File: src/rtl/jt900h_memseq.sv
// rtl/jt900h_memseq.sv - splits byte/word/long CPU accesses into 16-bit bus pieces
// Handles odd alignment, 24-bit address wrap, read assembly and optional per-piece timeout.
module jt900h_memseq #(
    parameter int MAXWAIT = 0
) (
    input  logic        clk,
    input  logic        rst,
    input  logic        cen,
    input  logic        req,
    input  logic        req_we,
    input  logic [1:0]  req_size,
    input  logic [23:0] req_addr,
    input  logic [31:0] req_wdata,
    output logic        busy,
    output logic        done,
    output logic        err,
    output logic [31:0] rdata,
    output logic        bus_cs,
    output logic        bus_we,
    output logic [23:0] bus_addr,
    output logic [1:0]  bus_dsn,
    output logic [15:0] bus_dout,
    input  logic [15:0] bus_din,
    input  logic        bus_ok
);

    typedef enum logic [1:0] {IDLE, ACCESS, DONE} state_t;

    localparam logic [15:0] WAIT_LIM = (MAXWAIT > 0) ? 16'(MAXWAIT - 1) : 16'd0;

    state_t      state_q, state_d;
    logic        we_q, we_d;
    logic [1:0]  size_q, size_d;
    logic [23:0] addr_q, addr_d;
    logic [31:0] wdata_q, wdata_d;
    logic [31:0] rdata_q, rdata_d;
    logic [1:0]  idx_q, idx_d;
    logic        err_q, err_d;
    logic [15:0] wait_q, wait_d;

    logic [1:0]  npieces, off;
    logic        is_byte, last, timeout, active;
    logic [23:0] piece_addr;
    logic [1:0]  piece_dsn;
    logic [15:0] wb, piece_dout, din_eff, rins_lane;
    logic [7:0]  rb;
    logic [31:0] rins;

    // Piece table: off is both the address offset from A and the rdata/wdata byte position
    always_comb begin
        npieces = 2'd1;
        off     = 2'd0;
        is_byte = 1'b1;
        if (size_q == 2'd1) begin
            if (addr_q[0]) begin
                npieces = 2'd2;
                off     = idx_q;
            end else begin
                is_byte = 1'b0;
            end
        end else if (size_q != 2'd0) begin
            if (addr_q[0]) begin
                npieces = 2'd3;
                case (idx_q)
                    2'd0:    off = 2'd0;
                    2'd1:    begin off = 2'd1; is_byte = 1'b0; end
                    default: off = 2'd3;
                endcase
            end else begin
                npieces = 2'd2;
                is_byte = 1'b0;
                off     = {idx_q[0], 1'b0};
            end
        end
    end

    always_comb begin
        case (off)
            2'd0:    wb = wdata_q[15:0];
            2'd1:    wb = wdata_q[23:8];
            2'd2:    wb = wdata_q[31:16];
            default: wb = {8'h00, wdata_q[31:24]};
        endcase
    end

    assign active     = (state_q == ACCESS);
    assign last       = (idx_q == npieces - 2'd1);
    assign piece_addr = addr_q + {22'd0, off};
    assign piece_dsn  = is_byte ? (piece_addr[0] ? 2'b01 : 2'b10) : 2'b00;
    assign piece_dout = is_byte ? {wb[7:0], wb[7:0]} : wb;
    assign timeout    = (MAXWAIT > 0) && !bus_ok && (wait_q == WAIT_LIM);
    assign din_eff    = bus_ok ? bus_din : 16'h0000;
    assign rb         = piece_addr[0] ? din_eff[15:8] : din_eff[7:0];
    assign rins_lane  = is_byte ? {8'h00, rb} : din_eff;
    assign rins       = {16'h0000, rins_lane} << {off, 3'b000};

    always_comb begin
        state_d = state_q;
        we_d    = we_q;
        size_d  = size_q;
        addr_d  = addr_q;
        wdata_d = wdata_q;
        rdata_d = rdata_q;
        idx_d   = idx_q;
        err_d   = err_q;
        wait_d  = wait_q;
        case (state_q)
            IDLE: if (req) begin
                we_d    = req_we;
                size_d  = req_size;
                addr_d  = req_addr;
                wdata_d = req_wdata;
                rdata_d = 32'h0;
                idx_d   = 2'd0;
                err_d   = 1'b0;
                wait_d  = 16'd0;
                state_d = ACCESS;
            end
            ACCESS: begin
                if (bus_ok || timeout) begin
                    if (!we_q) rdata_d = rdata_q | rins;
                    err_d  = err_q | timeout;
                    wait_d = 16'd0;
                    if (last) state_d = DONE;
                    else      idx_d   = idx_q + 2'd1;
                end else if (MAXWAIT > 0) begin
                    wait_d = wait_q + 16'd1;
                end
            end
            default: state_d = IDLE;
        endcase
    end

    always_ff @(posedge clk or posedge rst) begin
        if (rst) begin
            state_q <= IDLE;
            we_q    <= 1'b0;
            size_q  <= 2'd0;
            addr_q  <= 24'h0;
            wdata_q <= 32'h0;
            rdata_q <= 32'h0;
            idx_q   <= 2'd0;
            err_q   <= 1'b0;
            wait_q  <= 16'd0;
        end else if (cen) begin
            state_q <= state_d;
            we_q    <= we_d;
            size_q  <= size_d;
            addr_q  <= addr_d;
            wdata_q <= wdata_d;
            rdata_q <= rdata_d;
            idx_q   <= idx_d;
            err_q   <= err_d;
            wait_q  <= wait_d;
        end
    end

    // Bus outputs are gated by state so reset idles the bus without waiting for a clock
    assign busy     = active;
    assign done     = (state_q == DONE);
    assign err      = done && err_q;
    assign rdata    = rdata_q;
    assign bus_cs   = active;
    assign bus_we   = active && we_q;
    assign bus_addr = active ? piece_addr : 24'h0;
    assign bus_dsn  = active ? piece_dsn : 2'b11;
    assign bus_dout = active ? piece_dout : 16'h0;

endmodule

File: config.mk
export PLATFORM = sky130hd
export DESIGN_NAME = jt900h_memseq
export DESIGN_NICKNAME = d
export VERILOG_FILES = /design/src/rtl/jt900h_memseq.sv
export SDC_FILE = /design/constraint.sdc
export NUM_CORES = 1
export LEC_CHECK = 0
export ABC_AREA = 1
export CORE_MARGIN = 2
export CORE_UTILIZATION = 60
export CTS_BUF_LIST = sky130_fd_sc_hd__clkbuf_4 sky130_fd_sc_hd__clkbuf_8 sky130_fd_sc_hd__clkbuf_16
export CTS_CLUSTER_DIAMETER = 100
export CTS_CLUSTER_SIZE = 16
export DETAILED_ROUTE_END_ITERATION = 12
export DONT_BUFFER_PORTS = 1
export PLACE_DENSITY = 0.79
export SETUP_SLACK_MARGIN = 0.15
export SYNTH_ARGS = -nofsm -noshare
export SYNTH_HDL_FRONTEND = slang
export SYNTH_SLANG_ARGS = --single-unit
File: constraint.sdc
create_clock -name clk -period 3.5 [get_ports clk]
set_input_delay 0.7 -clock clk [delete_from_list [all_inputs] [get_ports clk]]
set_output_delay 0.7 -clock clk [all_outputs]
set_load 0.03 [all_outputs]
==> results by group, run 1 <==
Run status
  – Status: finished, final reports clean

Floorplan
  – Starting Density: 0.6193
  – Die Y: 104.4 um
  – Die area: 0.01091 mm^2
  – Io pins: 159
  – Core Area: 0.009774 mm^2
  – FP Rows: 36
  – Die width: 104.4 um

Detailed routing
  – WL/cell: 15.51 um
  – Vias post-DR: 5850
  – Aggregate routed wire length: 16.33 mm
  – DR DRC count: 0
  – Antenna violation net count after detailed routing: 0
  – TritonRoute pass-1 iters: 5
  – Iteration-0 DRC Markers: 432
  – Vias per inst: 5.556

Synthesis
  – Register bit count reported by yosys: 95
  – Commonest cells post-synth: nand2_1, dfrtp_1, inv_1
  – Cell variety after synth: 37
  – Seq/Total Area, Yosys: 0.3927
  – Number of synthesized flops with an enable pin: 0
  – Synth top area cells: dfrtp_1, nand2_1, inv_1
  – Area leader, netlist: dfrtp_1
  – Main synth FF type: dfrtp_1
  – Mapped cell area: 0.006053 mm^2
  – Synthesized area per cell: 6.871 um^2
  – Async SR Flop Fraction: 1.000
  – Mapped Cells: 881
  – Post-synth top area share: 0.3927
  – Yosys warns: 0
  – Most frequent cell after synthesis: nand2_1
  – Syn_nets: 966

STA
  – RSZ-0062 raised after global routing: yes
  – Clock skew: 0.01300 ns
  – Worst-margin pin slew: 0.5727 ns
  – Fin. Hold Viols: 0
  – Slew Limit Fails: 0
  – Peak Freq: 294.5 MHz
  – Fin Setup TNS: 0 ns
  – Setup ws final: 0.1040 ns
  – Setup Viol. Count Final: 0
  – Min Hold Slack: 0.2392 ns
  – Max_slew headroom: 0.6182
  – Tcrit/Tclk final: 0.9703
  – Fin crit period: 3.396 ns

Setup path
  – Worst Path Arrival: 2.70 ns
  – Crit-path max FO: 3
  – Crit. End Element: output port
  – Crit Path Category: flop to output port
  – Worst R2R End: wdata_q[30]
  – Reg2Reg Launch Point: state_q[1]
  – R2r worst-path depth: 9
  – Worst endpoint required time: 2.80 ns
  – Crit path launch type: flop
  – FF-to-FF setup slack: 1.03 ns

Clocking
  – Clk Tree Root Cell: clkbuf_8
  – CTS Buf Count: 9
  – H-tree levels: 3
  – CTS max path bufs: 2
  – Sink Count: 95
  – TritonCTS clock tree: done
  – Hold buffer count at cts: 0
  – Clk_lat worst skew: 0.38 ns
  – Clock-pin slew on the worst setup and hold paths: 0.10 ns

Placement
  – PortBufs: 0
  – RePlAce Congestion: 0.9638
  – Post-DP HPWL: 11.53 mm
  – Setup WS pre-CTS: 0.01624 ns

Finish
  – N_diodes: 0
  – Layout cells sized above 1: 0.1783
  – Area growth syn-to-layout: 12.28%
  – Post-layout util: 0.6953
  – Final nets: 1000

Pwr
  – Clock power share: 0.114
  – Sw frac: 0.5445
  – PwrDens: 949.0 mW/mm^2
  – Leak: 3.520 nW
  – Sw power: 3.512 mW
  – Sequential Power Share: 0.336
  – VDD IR max: 0.4779 mV
  – Int Pwr: 2.938 mW
  – Logic pwr share: 0.550

Flow run
  – Max-Cap Viols: 0

Global route
  – Largest net degree at the start of global routing: 81
  – Vias in the first global route: 5585
  – First-pass GRT wire length: 26.37 mm
  – Antenna violations before repair: 0
  – GR Overflow Total: 0
  – Gr usage total: 0.2998

Worst hold path
  – Hold crit path type: input pin to asynchronous set/reset pin
layer usage:
layer / up-vias / wire, um / global-route usage
met5: - / 0 / 0
met4: 0 / 476 / 0.1293
met3: 41 / 1438 / 0.06704
met2: 290 / 7584 / 0.4748
met1: 2705 / 6834 / 0.3955
li1: 2814 / - / -
layout make-up:
type | count | area (um^2)
multi-input combinational | 651 | 3204
clock inverter | 6 | 57.56
sequential | 95 | 2381
tap | 133 | 166.4
clock buffer | 10 | 137.6
inverter | 98 | 375.4
fill | 846 | 2978
timing repair buffer | 60 | 474.2
metrics by stage:
stage               power (mW)  cells  instance area, um^2
floorplan                4.726    881                 6093
global placement         5.393   1017                 6319
detailed placement       5.490   1017                 6319
CTS                      6.323   1045                 6680
global route             6.929   1053                 6797
finish                   6.450   1053                 6797
layout by cell type, fill, tap and decap left out, types with 4 or more instances in the layout:
master    count
nand2_4       9
nand3_1      49
nor2_8        4
o21ai_1      13
o21ai_2      12
nor2_2        6
nor2_4       11
nand2_2       9
a21oi_2       4
nor3_1       11
clkbuf_8     10
nor2_1       37
inv_2        12
a21oi_1      39
o21ai_0      34
nand2_1     382
nand4_1       5
inv_1        82
dfrtp_1      92
buf_4        56
xor2_1        4
cells by family (layout without fill, tap and decap cells):
family / Yosys count / in the layout / synth area share
xor gates and xnor gates: 4 / 4 / 0.005787
other: 1 / 1 / 0.0006195
and+or+nand+nor: 531 / 531 / 0.3789
AOI/OAI and AO/OA: 110 / 110 / 0.1073
adders and majority gates: 5 / 5 / 0.01158
buffers and inverters: 135 / 174 / 0.1031
DFF: 95 / 95 / 0.3927
critical path, cell delays in order, from the launching register on:
cell	delay (ns)
dfrtp_2	0.38
inv_2	0.06
ha_4	0.16
inv_2	0.04
nand3_2	0.07
o21ai_4	0.08
ha_4	0.16
inv_2	0.04
fa_2	0.34
inv_2	0.07
nand3_4	0.07
nor2_4	0.15
nand2_4	0.09
nor2_4	0.16
buf_6	0.13
buf_4	0.10
a211oi_2	0.03
buf_4	0.19
registers in the layout, indices dropped and copies added (netlist names):
name and flops:
idx_q 2, we_q 1, addr_q 24, size_q 2
wdata_q 32, rdata 32, state_q 2
power groups by stage:
stage	registers (mW)	logic (mW)	clock network (mW)
2_1_floorplan	2.05	2.67	0
6_report	2.17	3.54	0.735
5_1_grt	2.22	3.91	0.795
3_3_place_gp	2.15	3.25	0
4_1_cts	2.15	3.42	0.748
3_5_place_dp	2.16	3.33	0
repair_timing:
item                                    CTS  global route
pin swaps                                 8            12
endpoints found under the setup margin   14            22
resized for setup                        26            16
setup buffers                            12             8
worst max path at each step:
| stage | to | start | cells after the start | slack, ns |
|---|---|---|---|---|
| floorplan | idx_q[0] | rst | 1 | 0.11 |
| global placement | bus_addr[18] | idx_q[1] | 17 | 0.11 |
| detailed placement | bus_addr[18] | idx_q[1] | 17 | 0.02 |
| CTS | bus_addr[12] | idx_q[0] | 17 | 0.07 |
| global route | bus_addr[12] | idx_q[1] | 17 | -0.03 |
| finish | bus_addr[10] | idx_q[0] | 17 | 0.10 |
Power figures use the tool's default switching activity.
==> inputs of run 2 (changes only) <==
ABC_AREA = default   (was 1)
BUFFER_PORTS_ARGS = -buffer_cell sky130_fd_sc_hd__buf_4   (was default)
CORE_UTILIZATION = 52   (was 60)
DONT_BUFFER_PORTS = default   (was 1)
PLACE_DENSITY = 0.84   (was 0.79)
SETUP_SLACK_MARGIN = 0.02   (was 0.15)
==> results by group, run 2 <==
Floorplan
  – Core Area: 0.009819 mm^2 (was 0.009774 mm^2)
  – Die area: 0.01099 mm^2 (was 0.01091 mm^2)
  – Die width: 104.9 um (was 104.4 um)
  – FP Rows: 36 (unchanged)
  – Die Y: 104.9 um (was 104.4 um)
  – Io pins: 159 (unchanged)
  – Starting Density: 0.5386 (was 0.6193)

Setup path
  – Crit path launch type: flop (unchanged)
  – Largest stage delay on the critical path: 0.41 ns (was 0.38 ns)
  – Crit Path Category: flop to output port (unchanged)
  – Worst Path Arrival: 2.73 ns (was 2.70 ns)
  – CP top delay family: adder cells (unchanged)
  – Crit-path max FO: 3 (unchanged)
  – CP bufs+invs: 5 (was 7)
  – Crit. End Element: output port (unchanged)
  – Cell Chain, Critical Path: inv_4, ha_4, and2b_2, o21ai_4, inv_2, ha_4, inv_2, fa_2, buf_4, or3_4, a21oi_4, buf_6 (was inv_2, ha_4, inv_2, nand3_2, o21ai_4, ha_4, inv_2, fa_2, inv_2, nand3_4, nor2_4, nand2_4, nor2_4, buf_6, buf_4, a211oi_2, buf_4)
  – Worst endpoint required time: 2.80 ns (about the same)
  – CP max-delay cell: dfrtp_1 (was dfrtp_2)

Pwr
  – PwrDens: 1053 mW/mm^2 (was 949.0 mW/mm^2)
  – VDD IR max: 0.8975 mV (was 0.4779 mV)
  – Leak: 3.510 nW (was 3.520 nW)
  – Overall Power: 7.458 mW (was 6.450 mW)

Clocking
  – Clk_lat worst skew: 0.36 ns (was 0.38 ns)
  – TritonCTS clock tree: done (unchanged)
  – H-tree levels: 3 (unchanged)
  – Clk Tree Root Cell: clkbuf_8 (unchanged)
  – CTS max path bufs: 2 (unchanged)
  – Sink Count: 95 (unchanged)
  – CTS Buf Count: 9 (unchanged)
  – Hold buffer count at cts: 0 (unchanged)
  – Clock-pin slew on the worst setup and hold paths: 0.10 ns (about the same)

Finish
  – Layout cells sized above 1: 0.3291 (was 0.1783)
  – Area growth syn-to-layout: 33.97% (was 12.28%)
  – Multi-input logic area: 0.002870 mm^2 (was 0.003204 mm^2)
  – Filler Cell Count: 728 (was 846)
  – Storage element area: 0.002379 mm^2 (was 0.002381 mm^2)
  – Cell area after layout: 0.007086 mm^2 (was 0.006797 mm^2)
  – N_diodes: 0 (unchanged)
  – Final nets: 877 (was 1000)
  – Fin cells: 929 (was 1053)
  – Most frequent cells in the layout: nand2_1, buf_4, dfrtp_1, o21ai_0, nand3_1 (was nand2_1, dfrtp_1, inv_1, buf_4, nand3_1)
  – Most common cell after layout, fill and taps aside: nand2_1 (unchanged)

Global route
  – Largest net degree at the start of global routing: 57 (was 81)
  – First-pass GRT wire length: 24.61 mm (was 26.37 mm)
  – Gr usage total: 0.2777 (was 0.2998)
  – Antenna violations before repair: 0 (unchanged)
  – GR Overflow Total: 0 (unchanged)
  – Vias in the first global route: 5094 (was 5585)

Detailed routing
  – DR DRC count: 0 (unchanged)
  – Antenna violation net count after detailed routing: 0 (unchanged)
  – Aggregate routed wire length: 15.51 mm (was 16.33 mm)
  – Iteration-0 DRC Markers: 323 (was 432)
  – Vias post-DR: 5225 (was 5850)
  – TritonRoute pass-1 iters: 5 (unchanged)
  – Vias per inst: 5.624 (was 5.556)
  – WL/cell: 16.70 um (was 15.51 um)

Synthesis
  – Seq/Total Area, Yosys: 0.4495 (was 0.3927)
  – Most frequent cell after synthesis: nand2_1 (unchanged)
  – Syn_nets: 720 (was 966)
  – Number of synthesized flops with an enable pin: 0 (unchanged)
  – Area leader, netlist: dfrtp_1 (unchanged)
  – Main synth FF type: dfrtp_1 (unchanged)
  – Async SR Flop Fraction: 1.000 (unchanged)
  – Commonest cells post-synth: nand2_1, dfrtp_1, o21ai_0 (was nand2_1, dfrtp_1, inv_1)
  – Mapped cell area: 0.005289 mm^2 (was 0.006053 mm^2)
  – Mapped Cells: 635 (was 881)
  – Post-synth top area share: 0.4495 (was 0.3927)
  – Synth top area cells: dfrtp_1, nand2_1, o21ai_0 (was dfrtp_1, nand2_1, inv_1)
  – Yosys warns: 0 (unchanged)
  – Synthesized area per cell: 8.329 um^2 (was 6.871 um^2)
  – Cell variety after synth: 56 (was 37)
  – Register bit count reported by yosys: 95 (unchanged)

Placement
  – Area after DPL: 0.006659 mm^2 (was 0.006319 mm^2)
  – RePlAce Congestion: 0.8638 (was 0.9638)
  – Setup WS pre-CTS: 0.2653 ns (was 0.01624 ns)
  – Placed cell count: 904 (was 1017)
  – Post-DP HPWL: 10.79 mm (was 11.53 mm)
  – PortBufs: 157 (was 0)

STA
  – Max_slew headroom: 0.5191 (was 0.6182)
  – Setup ws final: 0.07423 ns (was 0.1040 ns)
  – Clock skew: 0.01539 ns (was 0.01300 ns)
  – Fin. Hold Viols: 0 (unchanged)
  – Min Hold Slack: 0.4519 ns (was 0.2392 ns)
  – RSZ-0062 raised after global routing: yes (unchanged)
  – Peak Freq: 291.9 MHz (was 294.5 MHz)
  – Fin crit period: 3.426 ns (was 3.396 ns)
  – Setup Viol. Count Final: 0 (unchanged)
  – Slew Limit Fails: 0 (unchanged)
  – Worst-margin pin slew: 0.7196 ns (was 0.5727 ns)
  – Tcrit/Tclk final: 0.9788 (was 0.9703)

Run status
  – Status: finished, final reports clean (unchanged)

Flow run
  – Max-Cap Viols: 0 (unchanged)

Worst hold path
  – Hold crit path type: input pin to asynchronous set/reset pin (unchanged)
==> run 2: report_power, final <==
| part | internal (mW) | switching (mW) | total (mW) |
|---|---|---|---|
| sequential | 1.56 | 0.487 | 2.05 |
| combinational | 1.74 | 2.86 | 4.60 |
| clock | 0.435 | 0.373 | 0.808 |
| total | 3.74 | 3.72 | 7.46 |
==> run 2: repair_timing <==
item                                    4_1_cts  5_1_grt
setup buffers                                 7        4
pin swaps                                     6        5
resized for setup                            15       13
endpoints found under the setup margin       16       26
==> run 2: layout make-up <==
class	count	area share
clock buffers	12	0.02154
clock inverters	3	0.009536
inverters	15	0.008653
multi-input cells	490	0.4051
flip-flops and latches	95	0.3357
well taps	133	0.02349
repair buffers	181	0.1960
==> run 2: logic make-up after synthesis <==
family | synth area share
compound gates | 0.1429
flops | 0.4495
simple gates | 0.2737
xor+xnor | 0.03643
other cells | 0.0007090
buf+inv | 0.04707
fa+ha+maj | 0.01325
mux | 0.03643
==> run 2: through the flow <==
step	TNS, ns	utilization
floorplan	0	-
global placement	0	0.6781
CTS	0	0.7124
finish	0	0.7216
global route	-0.2820	0.7216
detailed placement	0	0.6781
==> run 2: path summary, 6_finish.rpt <==
| path | slack [ns] | end | from | cells past startpoint |
|---|---|---|---|---|
| max | 0.07 | bus_addr[4] | idx_q[1] | 12 |
| min | 0.45 | rdata[14] | rst | 2 |
| max reg2reg | 0.82 | rdata[26] | idx_q[0] | 11 |
| min reg2reg | 0.49 | wdata_q[3] | wdata_q[3] | 2 |
| max in group asynchronous | 2.29 | addr_q[20] | rst | 3 |
| min in group clk | 0.49 | wdata_q[3] | wdata_q[3] | 2 |
==> run 2: routing by layer <==
metal  vias to the layer above  track usage  part of all wire  wire length [um]
li1                       2434            -                 -                 -
met5                         -            0                 0                 0
met3                        33      0.03681             0.070              1083
met2                       268       0.4768              0.51              7889
met4                         0       0.1029             0.023               354
met1                      2490       0.3584              0.40              6185
==> run 2: worst reg2reg max path, stage by stage (launching register included) <==
cell and delay, ns:
dfrtp_1 0.40, inv_2 0.09, ha_4 0.14, and2b_2 0.23, o21ai_4 0.16, inv_2 0.07
ha_4 0.30, inv_1 0.08, a211o_2 0.44, mux2i_4 0.30, a22oi_1 0.16, o21ai_0 0.23
